[src/rtl/sssp_pp_gen.sv]
// sssp_pp_gen: one SSSP partition lane -- saturating scatter pipe and min-reducing gather pipe
// with read-after-write forwarding, plus partition activity/commit bookkeeping.
`default_nettype none

module sssp_pp_gen #(
  parameter int PIPE_DEPTH  = 3,
  parameter int RD_LAT      = 2,
  parameter int URAM_DATA_W = 32,
  parameter int PAR_SIZE_W  = 18,
  parameter int WEIGHT_W    = 16,
  parameter int DEST_W      = 24,
  parameter int EDGE_W      = 64,
  parameter int CNT_W       = 32
) (
  input  logic                   clk,
  input  logic                   rst,
  input  logic [1:0]             mode,
  input  logic [EDGE_W-1:0]      edge_word,
  input  logic                   edge_valid,
  input  logic [URAM_DATA_W-1:0] src_attr,
  input  logic                   src_attr_valid,
  input  logic [63:0]            upd_word,
  input  logic                   upd_valid,
  input  logic [URAM_DATA_W-1:0] dest_attr,
  input  logic                   dest_attr_valid,
  output logic [URAM_DATA_W-1:0] wr_data,
  output logic [PAR_SIZE_W-1:0]  wr_addr,
  output logic                   wr_valid,
  output logic [63:0]            out_word,
  output logic                   out_valid,
  output logic                   par_active,
  output logic [CNT_W-1:0]       wr_cnt,
  output logic                   busy
);

  localparam int DW = URAM_DATA_W - 1;
  localparam int HN = (RD_LAT > 1) ? RD_LAT - 1 : 1;
  localparam logic [URAM_DATA_W-1:0] INF = {1'b0, {DW{1'b1}}};

  localparam logic [1:0] MODE_SCATTER = 2'd1;
  localparam logic [1:0] MODE_GATHER  = 2'd2;
  localparam logic [1:0] MODE_CLEAR   = 2'd3;

  // ---------------- scatter ----------------
  logic [WEIGHT_W-1:0]    sc_weight;
  logic [DEST_W-1:0]      sc_dest;
  logic [URAM_DATA_W-1:0] sc_sum;
  logic                   sc_acc;

  logic [PIPE_DEPTH-1:0]  sc_occ_q;
  logic [PIPE_DEPTH-1:0]  sc_vld_q;
  logic [63:0]            sc_word_q [PIPE_DEPTH];

  assign sc_weight = edge_word[EDGE_W-1 -: WEIGHT_W];
  assign sc_dest   = edge_word[EDGE_W-WEIGHT_W-1 -: DEST_W];
  assign sc_sum    = URAM_DATA_W'(sc_weight) + {1'b0, src_attr[DW-1:0]};
  assign sc_acc    = (mode == MODE_SCATTER) && edge_valid && src_attr_valid
                     && src_attr[URAM_DATA_W-1];

  always_ff @(posedge clk) begin
    if (rst) begin
      sc_occ_q <= '0;
      sc_vld_q <= '0;
      for (int i = 0; i < PIPE_DEPTH; i++) sc_word_q[i] <= '0;
    end else begin
      // Saturated sums still occupy their slot so busy reflects them.
      sc_occ_q <= {sc_occ_q[PIPE_DEPTH-2:0], sc_acc};
      sc_vld_q <= {sc_vld_q[PIPE_DEPTH-2:0], sc_acc && (sc_sum < INF)};
      if (sc_acc) sc_word_q[0] <= {32'(sc_sum[DW-1:0]), 32'(sc_dest)};
      for (int i = 1; i < PIPE_DEPTH; i++) sc_word_q[i] <= sc_word_q[i-1];
    end
  end

  assign out_valid = sc_vld_q[PIPE_DEPTH-1];
  assign out_word  = sc_word_q[PIPE_DEPTH-1];

  // ---------------- gather ----------------
  logic                  g_acc;
  logic                  g_wr;
  logic [PAR_SIZE_W-1:0] g_addr;
  logic [DW-1:0]         g_val;
  logic [DW-1:0]         g_old;

  logic [PIPE_DEPTH-1:0] g_occ_q;
  logic [PIPE_DEPTH-1:0] g_wv_q;
  logic [PAR_SIZE_W-1:0] g_addr_q [PIPE_DEPTH];
  logic [DW-1:0]         g_val_q  [PIPE_DEPTH];

  logic [HN-1:0]         h_wv_q;
  logic [PAR_SIZE_W-1:0] h_addr_q [HN];
  logic [DW-1:0]         h_val_q  [HN];

  assign g_acc  = (mode == MODE_GATHER) && upd_valid && dest_attr_valid;
  assign g_addr = upd_word[PAR_SIZE_W-1:0];
  assign g_val  = upd_word[32 +: DW];

  // Scan oldest to youngest so the youngest matching write is left in g_old.
  always_comb begin
    g_old = dest_attr[DW-1:0];
    for (int i = HN - 1; i >= 0; i--) begin
      if (h_wv_q[i] && (h_addr_q[i] == g_addr)) g_old = h_val_q[i];
    end
    for (int i = PIPE_DEPTH - 1; i >= 0; i--) begin
      if (g_wv_q[i] && (g_addr_q[i] == g_addr)) g_old = g_val_q[i];
    end
  end

  assign g_wr = g_acc && (g_val < g_old);

  always_ff @(posedge clk) begin
    if (rst) begin
      g_occ_q <= '0;
      g_wv_q  <= '0;
      h_wv_q  <= '0;
      for (int i = 0; i < PIPE_DEPTH; i++) begin
        g_addr_q[i] <= '0;
        g_val_q[i]  <= '0;
      end
      for (int i = 0; i < HN; i++) begin
        h_addr_q[i] <= '0;
        h_val_q[i]  <= '0;
      end
    end else begin
      g_occ_q <= {g_occ_q[PIPE_DEPTH-2:0], g_acc};
      g_wv_q  <= {g_wv_q[PIPE_DEPTH-2:0], g_wr};
      if (g_acc) begin
        g_addr_q[0] <= g_addr;
        g_val_q[0]  <= g_val;
      end
      for (int i = 1; i < PIPE_DEPTH; i++) begin
        g_addr_q[i] <= g_addr_q[i-1];
        g_val_q[i]  <= g_val_q[i-1];
      end
      // History of emitted writes; empty when the read latency is a single cycle.
      h_wv_q[0]   <= (RD_LAT > 1) && g_wv_q[PIPE_DEPTH-1];
      h_addr_q[0] <= g_addr_q[PIPE_DEPTH-1];
      h_val_q[0]  <= g_val_q[PIPE_DEPTH-1];
      for (int i = 1; i < HN; i++) begin
        h_wv_q[i]   <= h_wv_q[i-1];
        h_addr_q[i] <= h_addr_q[i-1];
        h_val_q[i]  <= h_val_q[i-1];
      end
    end
  end

  assign wr_valid = g_wv_q[PIPE_DEPTH-1];
  assign wr_addr  = g_addr_q[PIPE_DEPTH-1];
  assign wr_data  = {g_wv_q[PIPE_DEPTH-1], g_val_q[PIPE_DEPTH-1]};

  // ---------------- bookkeeping ----------------
  logic       commit;
  logic       par_active_q;
  logic [CNT_W-1:0] wr_cnt_q;

  // A write is committed on the edge that presents it on wr_*; it beats a concurrent clear.
  assign commit = g_wv_q[PIPE_DEPTH-2];

  always_ff @(posedge clk) begin
    if (rst) begin
      par_active_q <= 1'b0;
      wr_cnt_q     <= '0;
    end else if (mode == MODE_CLEAR) begin
      par_active_q <= commit;
      wr_cnt_q     <= commit ? CNT_W'(1) : '0;
    end else if (commit) begin
      par_active_q <= 1'b1;
      wr_cnt_q     <= wr_cnt_q + CNT_W'(1);
    end
  end

  assign par_active = par_active_q;
  assign wr_cnt     = wr_cnt_q;
  assign busy       = |{sc_occ_q, g_occ_q};

  logic unused_bits;
  assign unused_bits = ^{edge_word[EDGE_W-WEIGHT_W-DEST_W-1:0], upd_word[31:PAR_SIZE_W],
                         upd_word[63:32+DW], dest_attr[URAM_DATA_W-1]};

endmodule

`default_nettype wire

[config.mk]
export PLATFORM = sky130hd
export DESIGN_NAME = sssp_pp_gen
export DESIGN_NICKNAME = d
export VERILOG_FILES = /design/src/rtl/sssp_pp_gen.sv
export SDC_FILE = /design/constraint.sdc
export NUM_CORES = 1
export LEC_CHECK = 0
export CAP_MARGIN = 20
export CORE_UTILIZATION = 35
export CTS_CLUSTER_DIAMETER = 200
export DETAILED_ROUTE_END_ITERATION = 8
export GPL_TIMING_DRIVEN = 0
export PLACE_DENSITY = 0.53
export SYNTH_ARGS = -nofsm -noshare
export SYNTH_HDL_FRONTEND = slang
export SYNTH_SLANG_ARGS = --single-unit
[constraint.sdc]
create_clock -name clk -period 4.6 [get_ports clk]
set_input_delay 0.46 -clock clk [delete_from_list [all_inputs] [get_ports clk]]
set_output_delay 0.46 -clock clk [all_outputs]
set_load 0.005 [all_outputs]
### Word-level counts from Yosys, hierarchy flattened

Memory sizes are Yosys's and may differ from the RTL's.
Cells that the tools add are included.

| word-level totals | value |
|---|---|
| bits in registers | 46 |
| bits in writable memories | 388 |
| input port bits | 200 |
| output and inout bits | 150 |
| logic and storage cells | 78 |
| memories kept | 5 |

Memory list:

| memory | depth | width | rd ports | clocked after Yosys merged registers in | write ports | line | source |
|---|---|---|---|---|---|---|---|
| sc_word_q | 3 | 64 | 3 | 0 | 3 | 52 | `logic [63:0] sc_word_q [PIPE_DEPTH];` |
| g_val_q | 3 | 31 | 3 | 0 | 3 | 87 | `logic [DW-1:0] g_val_q [PIPE_DEPTH];` |
| g_addr_q | 3 | 18 | 3 | 0 | 3 | 86 | `logic [PAR_SIZE_W-1:0] g_addr_q [PIPE_DEPTH];` |
| h_val_q | 1 | 31 | 1 | 0 | 1 | 91 | `logic [DW-1:0] h_val_q [HN];` |
| h_addr_q | 1 | 18 | 1 | 0 | 1 | 90 | `logic [PAR_SIZE_W-1:0] h_addr_q [HN];` |

| operators by class | value |
|---|---|
| add/subtract/negate cells | 2 |
| magnitude comparators | 2 |
| eq/ne operators | 7 |
| multiplexer cells | 31 |
| bitwise gates (word level) | 9 |
| reduce and logical (&&, ||, !) cells | 15 |

Operators with widths:

| operator | number |
|---|---|
| $mux 31 | 8 |
| $mux 64 | 3 |
| $eq 18x18->1 | 4 |
| $mux 18 | 4 |
| $mux 32 | 2 |
| $add 16x31->32 | 1 |
| $add 32x1->32 const B | 1 |
| $lt 32x31->1 const B | 1 |
| $lt 31x31->1 | 1 |
| $reduce_or 31->1 | 1 |
| $reduce_or 18->1 | 1 |
| $mux 1 | 14 |
| $logic_and 1x1->1 | 11 |
| $or 1x1->1 | 9 |
| $reduce_or 6->1 | 1 |
| $eq 2x2->1 const B | 2 |
| $eq 2x1->1 const B | 1 |
| $reduce_bool 2->1 | 1 |

### Depth between registers and ports, before layout

| logic depth | value |
|---|---|
| word-level depth | 8 |
| gate-level depth with buffers | 20 |
| gate-level depth less buffers | 17 |

### Worst setup path after synthesis

Ideal clock, no wire load.

| path | value |
|---|---|
| path kind | input-to-reg |
| start | in src_attr[31] |
| end | mem sc_word_q[0][0], enable pin |
| setup time | 479 ps |
| arrival | 3,153 ps |
| data required time | 4,121 ps |
| setup slack | 968 ps |
| cell stages on the path | 2 |
| buffers on the path | 0 |
| cells stage by stage | nand4_1 > o21bai_1 |

RTL lines:

| item | line | source |
|---|---|---|
| from (decl) | 20 | `input logic [URAM_DATA_W-1:0] src_attr,` |
| to (decl) | 52 |  |

==> results.toml <==
[timing]
holdWs_ps = 227
min_period_ps = 4310
fmax_ghz = 0.232
rsz0062_at_grt = "false"
setup_viol = 0
fin_crit_sh_pct = 93.7
hold_viol_final = 0
tightest_slew_ps = 907
setup_slack_ps = 288
slew_headroom_pct = 39.5
slew_viol_final = 0
tns_ps = 0
fin_worst_skew_ps = 14.6

[hold_path]
hp-start = "upd_word[5]"
hold_end = "g_addr_q[0][5]"
hold_class = "in -> reg"
hold_depth = 2

[logic_synthesis]
synth_area_leader_cell = "edfxtp_1"
synthFlopType = "edfxtp_1"
ys_top_cells_by_count = "346 x nor2b_1, 312 x edfxtp_1, 114 x buf_4"
yosys_register_bits = 407
synth_cell_type_count = 53
synth_edf_count = 312
synth_most_common_cell = "nor2b_1"
yosys_warnings = 0
synthCells = 1585
async_flop_share_pct = 0
synth.avg_cell_area_um2 = 12.2
synth_top_area_share_pct = 48.4
syn_area_um2 = 19400
ys_seq_area_share_pct = 58.2
ys_top_cells_by_area = "edfxtp_1 48%, nor2b_1 11%, dfxtp_1 9.8%"

[route]
first_pass_iters = 5
drcViolationCount = 0
drtAntennaViolNets = 0
drt-initial-drc-count = 542
wire_per_inst_um = 16.9
routed_wl_um = 48400
route.vias.total = 12600
via_per_inst = 4.41

[floorplanning]
ioPinCount = 350
rows = 85
core_area_um2 = 54200
fp.dieH_um = 237
die-area_um2 = 56300
fp.dieW_um = 237
initial_core_util_pct = 35.7

[cts]
clk_pin_slew_ps = 60
cts_tree = "done"
cts.sinks = 407
cts.htree.levels = 2
numCtsBuffers = 47
postCtsHoldBufs = 0
clock_path_buffers = 3
clock_latency_ps = 580
clockRootBuffer = "clkbuf_16"

[power]
finalPower_w = 0.00874
pwr_density_cell_nw_per_um2 = 344
ir_drop_mv = 0.234
p_leak_nw = 10.1

[outcome]
outcome = "completed"

[placement]
place_congestion = 0.813
dpl_cell_area_um2 = 23900
dp_slack_ps = -921
portBuffers = 280
dpl.hpwl_um = 36000

[worst_setup_path]
cp.arrival_ps = 4760
reg2reg_setup_slack_ps = 290
crit_type = "reg -> reg"
worst_setup_path_end_kind = "flip-flop"
crit_required_ps = 5050
r2r_end = "g_wv_q[0]"
r2r-start = "g_addr_q[0][49]"
cp_max_fo = 10
worstSetupStartpointType = "flip-flop"
r2r_cells = 15

[cells_and_area]
syn_to_final_growth_pct = 31.1
design_area_um2 = 25400
nNetsFinal = 2381
fill_cells = 5101
drive_gt1_share_pct = 12.4

[grt]
grt_pass1_vias = 12600
antenna_found_initial = 8
grt_usage_pct = 17.2
grt_max_degree = 50
grt_first_pass_wirelength_um = 73400
gr-total-overflow = 0

[flow_run]
drv_cap = 0
-- worst max-delay path, cell delays in order, from the launching register on --
cell and delay, ps:
edfxtp_1 420, xor2_1 180, nor4_2 390, nand3_1 210, or3_1 480, buf_6 170
buf_2 210, a21oi_1 150, mux2_2 160, mux2i_1 70, ha_1 330, nand4_1 200
nor4_4 390, nand3_1 240, a2111oi_4 420, a31oi_1 160
-- state kept, by name (all words and copies together), names as in the netlist, 18 cells and up --
register	flops
h_addr_q	18
wr_cnt	32
h_val_q	31
g_val_q	93
sc_word_q	165
g_addr_q	54
-- cell type report --
class / count / area, µm² / share of cell area, %
sequential: 407 / 11300 / 44.4
multi-input combinational: 1192 / 7730 / 30.5
timing repair buffer: 284 / 2870 / 11.3
clock buffer: 66 / 1300 / 5.12
buffer: 195 / 1230 / 4.84
tap: 696 / 871 / 3.43
clock inverter: 19 / 95.1 / 0.375
inverter: 6 / 22.5 / 0.0887
antenna: 1 / 2.50 / 0.00986
-- logic make-up (layout without fill, tap and decap cells) --
kind of cell | count (synthesis) | in the layout | synth area share (%)
simple gates | 593 | 593 | 17.8
flops | 407 | 407 | 58.2
buf+inv | 201 | 570 | 6.42
xor+xnor | 126 | 126 | 5.70
compound gates | 115 | 115 | 3.71
mux | 93 | 93 | 5.00
fa+ha+maj | 48 | 48 | 3.14
other cells | 2 | 218 | 0.0388
-- per-layer routing --
| metal | vias up | track usage, % | routed length, µm | part of all wire (%) |
|---|---|---|---|---|
| li1 | 6276 | - | - | - |
| met1 | 5999 | 22.8 | 22300 | 46 |
| met2 | 274 | 28.1 | 22200 | 46 |
| met3 | 79 | 4.56 | 2880 | 5.9 |
| met4 | 14 | 4.18 | 943 | 1.9 |
| met5 | - | 0 | 99 | 0.20 |
-- per-stage QoR --
stage                     utilization [%]  cells
after floorplan                         -   1800
after global placement               44.0   2776
after detailed placement             44.1   2778
after CTS                            46.7   2863
after global routing                 46.8   2865
final                                46.8   2866
-- worst max-delay path by stage --
| stage | depth (start not counted) | end | start | slack (ps) |
|---|---|---|---|---|
| floorplan | 2 | sc_word_q[0][0] | src_attr[31] | 970 |
| global placement | 3 | sc_word_q[0][39] | mode[0] | -1360 |
| detailed placement | 15 | g_wv_q[0] | upd_word[8] | -920 |
| CTS | 18 | g_wv_q[0] | g_addr_q[0][37] | 30 |
| global route | 18 | g_wv_q[0] | g_addr_q[0][36] | 8 |
| finish | 15 | g_wv_q[0] | g_addr_q[0][49] | 290 |
-- where the power goes --
part           switching, W  internal [W]  total (W)
Combinational      0.000462      0.000520   0.000981
Sequential        0.0000865       0.00422    0.00431
Clock               0.00149       0.00196    0.00345
Total               0.00204       0.00670    0.00874
-- cell usage in the layout (no fill, tap or decap), types with 27 or more instances in the layout --
cell / n
a21oi_1: 59
buf_4: 116
clkbuf_1: 74
clkbuf_16: 48
clkdlybuf4s50_1: 280
conb_1: 217
dfxtp_1: 95
edfxtp_1: 312
ha_1: 47
mux2_2: 30
mux2i_1: 63
nand2_1: 27
nand3_1: 29
nand4_1: 32
nor2_1: 74
nor2_2: 29
nor2b_1: 346
xnor2_1: 63
xor2_1: 63
-- what timing repair did --
action / 4_1_cts / 5_1_grt
buffers inserted: 0 / 2
resized for setup: 8 / 4
setup endpoints to repair: 1 / 1
gates cloned: 0 / 0
pin swaps: 0 / 5
Note: power is estimated with default switching activity, not from simulation.
==> patch 1 (config.mk and constraints unchanged) <==
Set the parameter `RD_LAT` to 1 (it was 2).
--- a/src/rtl/sssp_pp_gen.sv
+++ b/src/rtl/sssp_pp_gen.sv
@@ -4,7 +4,7 @@
 
 module sssp_pp_gen #(
   parameter int PIPE_DEPTH  = 3,
-  parameter int RD_LAT      = 2,
+  parameter int RD_LAT      = 1,
   parameter int URAM_DATA_W = 32,
   parameter int PAR_SIZE_W  = 18,
   parameter int WEIGHT_W    = 16,
Function: no difference found for any inputs over 4 cycles, from zero or initial values and one cycle with rst high; that may be too few to reach the edited logic, so the function may still have changed.
==> patch 1 against the original RTL <==
- synthesized cell count is 9.3% lower
- sequential cell count is 50 lower
- global-route usage shrank 0.30 points
- combinational power shrank 6.4%
- total power is 9.5% lower
- setup slack lost 0.061 ns
- sequential share of layout area down 0.32 points
- fmax decreased by 1.4%
- design area shrank 8.2%
- wire length down 12%
- area after synthesis is 11% lower
- critical endpoint unchanged
- largest power group unchanged
- highest routed layer unchanged
==> patch 1: results (changes against the original RTL) <==
met3 GRT Util 3.96% (was 4.56%); post-CTS setup buffer count 0 (unchanged); Critical-path top delay cell clkdlybuf4s50_1 (was or3_1); Lkg Pwr 0.00906 uW (was 0.0101 uW); power in combinational cells 918 uW (was 981 uW); initial antenna violation count 6 (was 8); pin count of the biggest net entering global routing 38 (was 50); Worst-Margin Slew 0.998 ns (was 0.907 ns); critical path's largest stage delay 0.51 ns (was 0.48 ns); non-clock buffer count in the final layout 470 (was 479); clock buf count 58 (was 66); fraction of area in multi-input gates 29.1% (was 30.5%); layout cells sized above 1 9.02% (was 12.4%); first-pass GRT wire length 65000 um (was 73400 um); power share of the clock group 39.8% (was 39.4%); Multi-input comb cells 1113 (was 1192); Worst VDD drop 0.000295 V (was 0.000234 V); Final nets 2245 (was 2381); final-report setup violation count 0 (unchanged); total track usage 16.9% (was 17.2%); drt drc 0 (unchanged); CTS root buf clkbuf_16 (unchanged); Reg area 10300 sq um (was 11300 sq um); Post-synth top cells edfxtp_1 (312), nor2b_1 (297), nor2_1 (116) (was nor2b_1 (346), edfxtp_1 (312), buf_4 (114)); final non-filler cell total 2692 (was 2866); Non-Clock Buffer Area Fraction 17.6% (was 16.1%); worst min path class reg -> reg (was in -> reg); status completed (unchanged); ClkCell Share 5.47% (was 5.49%); Non-clk invs 13 (was 6); CTS clock-pin slew for the worst setup and hold paths 0.06 ns (about the same); CP top delay family compound AO/OA/AOI/OAI gates (was simple AND/OR/NAND/NOR gates); post-synthesis average cell area 12.1 sq um (was 12.2 sq um); Async S/R FF share, synth 0% (unchanged); Layout fillers 4575 (was 5101); DP Cell Count 2617 (was 2778); Worst Skew 0.0143 ns (was 0.0146 ns); top cells by area, synth edfxtp_1 (54%), nor2b_1 (11%), dfxtp_1 (5.2%), buf_4 (4.9%), ha_1 (3.4%) (was edfxtp_1 (48%), nor2b_1 (11%), dfxtp_1 (9.8%), buf_4 (4.4%), mux2i_1 (3.3%)); met2 Track Usage GR 28.8% (was 28.1%); ANT cells 0 (was 1); clock latency on the worst-skew pair 0.56 ns (was 0.58 ns); pre-CTS WS -0.852 ns (was -0.921 ns); Area after DPL 22000 sq um (was 23900 sq um); WP data arrival 4.85 ns (was 4.76 ns); IO buf count 299 (was 280); FF+latch count, synth 357 (was 407); DP Wirelength 32500 um (was 36000 um); RD Place Congestion 0.809 (was 0.813); met1 usage 21.2% (was 22.8%); drt total wl 42500 um (was 48400 um); P_sw 1800 uW (was 2040 uW); FP Rows 81 (was 85); first drt pass iteration count 5 (unchanged); Iter 0 DRT Violations 569 (was 542); vias 11700 (was 12600); TritonCTS buffer count 42 (was 47); sequential-to-total area share from yosys stat 59.3% (was 58.2%)
[patch 1: changes by cell type after synthesis, sizes merged, moves of 6 or more]
cell	delta
dfxtp	-50
nor2b	-49
a211oi	+30
mux2	-30
mux2i	-29
buf	-18
nor2	+13
nand2	+11
xor2	-11
xnor2	-9
clkbuf	-8
inv	+7
nand3	-6
o21ai	+6
[patch 1: final timing paths]
check / from / to / slack, ns / cells after the start
min: sc_vld_q[1] / sc_vld_q[2] / 0.44 / 1
max reg2reg: g_addr_q[0][32] / g_wv_q[0] / 0.29 / 15
max: upd_word[14] / g_wv_q[0] / 0.23 / 16
min reg2reg: sc_vld_q[1] / sc_vld_q[2] / 0.44 / 1
[patch 1: per-layer routing]
layer	wire, um	vias up
met4	1080	12
met2	20800	249
met3	2110	74
met1	18500	5538
met5	86	-
li1	-	5851
[patch 1: timing repair]
action | in CTS | in global routing
endpoints found under the setup margin | 1 | 1
hold endpoints to repair | 0 | 0
gates resized for setup | 1 | 10
[patch 1: metrics by stage]
step	utilization [%]	total power, uW	hold WS [ns]
after floorplan	-	4390	0.414
after global placement	45.0	4820	0.428
after detailed placement	45.0	4830	0.438
after CTS	47.7	8030	0.439
after global routing	47.7	8240	0.470
final	47.7	7910	0.436
[patch 1: cell families (layout without fill, tap and decap cells)]
group | count (synthesis) | after routing | synth area share (%)
buffers and inverters | 182 | 558 | 6.41
adder cells (fa/ha/maj) | 48 | 48 | 3.51
XOR/XNOR | 106 | 106 | 5.36
AO/OA/AOI/OAI | 147 | 147 | 5.50
multiplexers | 34 | 34 | 1.96
AND/OR/NAND/NOR | 561 | 561 | 17.9
other | 2 | 217 | 0.0433
flip-flops | 357 | 357 | 59.3
==> patch 2 (config.mk and constraints unchanged) <==
Without the edit above. Put a register stage on the outputs `wr_data`, `wr_addr`, `wr_valid`, `out_word`, `out_valid` and `busy`, with the module's reset. The values now appear one clock later. The other outputs are not delayed to match.
--- a/src/rtl/sssp_pp_gen.sv
+++ b/src/rtl/sssp_pp_gen.sv
@@ -71,8 +71,6 @@
     end
   end
 
-  assign out_valid = sc_vld_q[PIPE_DEPTH-1];
-  assign out_word  = sc_word_q[PIPE_DEPTH-1];
 
   // ---------------- gather ----------------
   logic                  g_acc;
@@ -143,9 +141,6 @@
     end
   end
 
-  assign wr_valid = g_wv_q[PIPE_DEPTH-1];
-  assign wr_addr  = g_addr_q[PIPE_DEPTH-1];
-  assign wr_data  = {g_wv_q[PIPE_DEPTH-1], g_val_q[PIPE_DEPTH-1]};
 
   // ---------------- bookkeeping ----------------
   logic       commit;
@@ -170,7 +165,23 @@
 
   assign par_active = par_active_q;
   assign wr_cnt     = wr_cnt_q;
-  assign busy       = |{sc_occ_q, g_occ_q};
+  always_ff @(posedge clk) begin
+    if (rst) begin
+      wr_data   <= '0;
+      wr_addr   <= '0;
+      wr_valid  <= '0;
+      out_word  <= '0;
+      out_valid <= '0;
+      busy      <= '0;
+    end else begin
+      wr_data   <= {g_wv_q[PIPE_DEPTH-1], g_val_q[PIPE_DEPTH-1]};
+      wr_addr   <= g_addr_q[PIPE_DEPTH-1];
+      wr_valid  <= g_wv_q[PIPE_DEPTH-1];
+      out_word  <= sc_word_q[PIPE_DEPTH-1];
+      out_valid <= sc_vld_q[PIPE_DEPTH-1];
+      busy      <= |{sc_occ_q, g_occ_q};
+    end
+  end
 
   logic unused_bits;
   assign unused_bits = ^{edge_word[EDGE_W-WEIGHT_W-DEST_W-1:0], upd_word[31:PAR_SIZE_W],
Function: changed (a bounded check fails within 4 cycles, from zero or initial values and one cycle with rst high).
==> patch 2 against the original RTL <==
- critical path depth up 2
- total power up 16%
- area after synthesis grew 4.9%
- sequential cell count is 57 higher
- setup slack gained 0.0078 ns
- via count rose by 8.0%
- design area rose by 5.9%
- cell count up 5.7%
- wire length rose by 7.3%
==> patch 2: results (changes against the original RTL) <==
worst hold slack 0.369 ns (was 0.227 ns); DP Cell Count 2925 (was 2778); Synth Area in Compound Gates 4.76% (was 3.71%); Worst VDD drop 0.000306 V (was 0.000234 V); status completed (unchanged); R2R Path Start wr_addr[11] (was g_addr_q[0][49]); metal3 WL 2670 um (was 2880 um); relative slew slack 40.8% (was 39.5%); hold worst-path end g_addr_q[0][16] (was g_addr_q[0][5]); RD Place Congestion 0.840 (was 0.813); met1 usage 22.3% (was 22.8%); WP data arrival 4.77 ns (was 4.76 ns); layout cells sized above 1 6.65% (was 12.4%); Hold Startpoint upd_word[16] (was upd_word[5]); Area after DPL 25000 sq um (was 23900 sq um); sequential-to-total area share from yosys stat 61.1% (was 58.2%); top flop regs sc_word_q x165, g_val_q x93, out_word x55 (was sc_word_q x165, g_val_q x93, g_addr_q x54); clock latency on the worst-skew pair 0.60 ns (was 0.58 ns); Lkg Pwr 0.0104 uW (was 0.0101 uW); Sw Share 22.8% (was 23.3%); Synth Area in Adders 2.99% (was 3.14%); Comb pwr share 9.4% (was 11.2%); met2 WL post-DR 24900 um (was 22200 um); total track usage 17.6% (was 17.2%); Netlist cell types 60 (was 53); Critical-path top delay cell nor4_2 (was or3_1)
[patch 2: layout make-up]
class	count	area, sq um	share of cell area, %
diodes	1	2.50	0.00931
plain buffers	97	419	1.56
clock buffers	81	1630	6.08
clock inverters	19	223	0.829
inverters	13	48.8	0.182
multi-input cells	1312	8310	30.9
flip-flops and latches	464	12400	46.2
well taps	756	946	3.52
repair buffers	285	2880	10.7
[patch 2: logic make-up after synthesis]
group,after synthesis
AOI/OAI and AO/OA,153
adders and majority gates,48
and+or+nand+nor,683
buffers and inverters,111
muxes,92
DFF,464
xor gates and xnor gates,119
other,2
[patch 2: repair_timing]
| item | CTS | global route |
|---|---|---|
| pin swaps | 1 | 1 |
| buffers inserted | 2 | 1 |
| setup endpoints to repair | 1 | 1 |
| gates resized for setup | 6 | 3 |
| hold buffers | 0 | 0 |
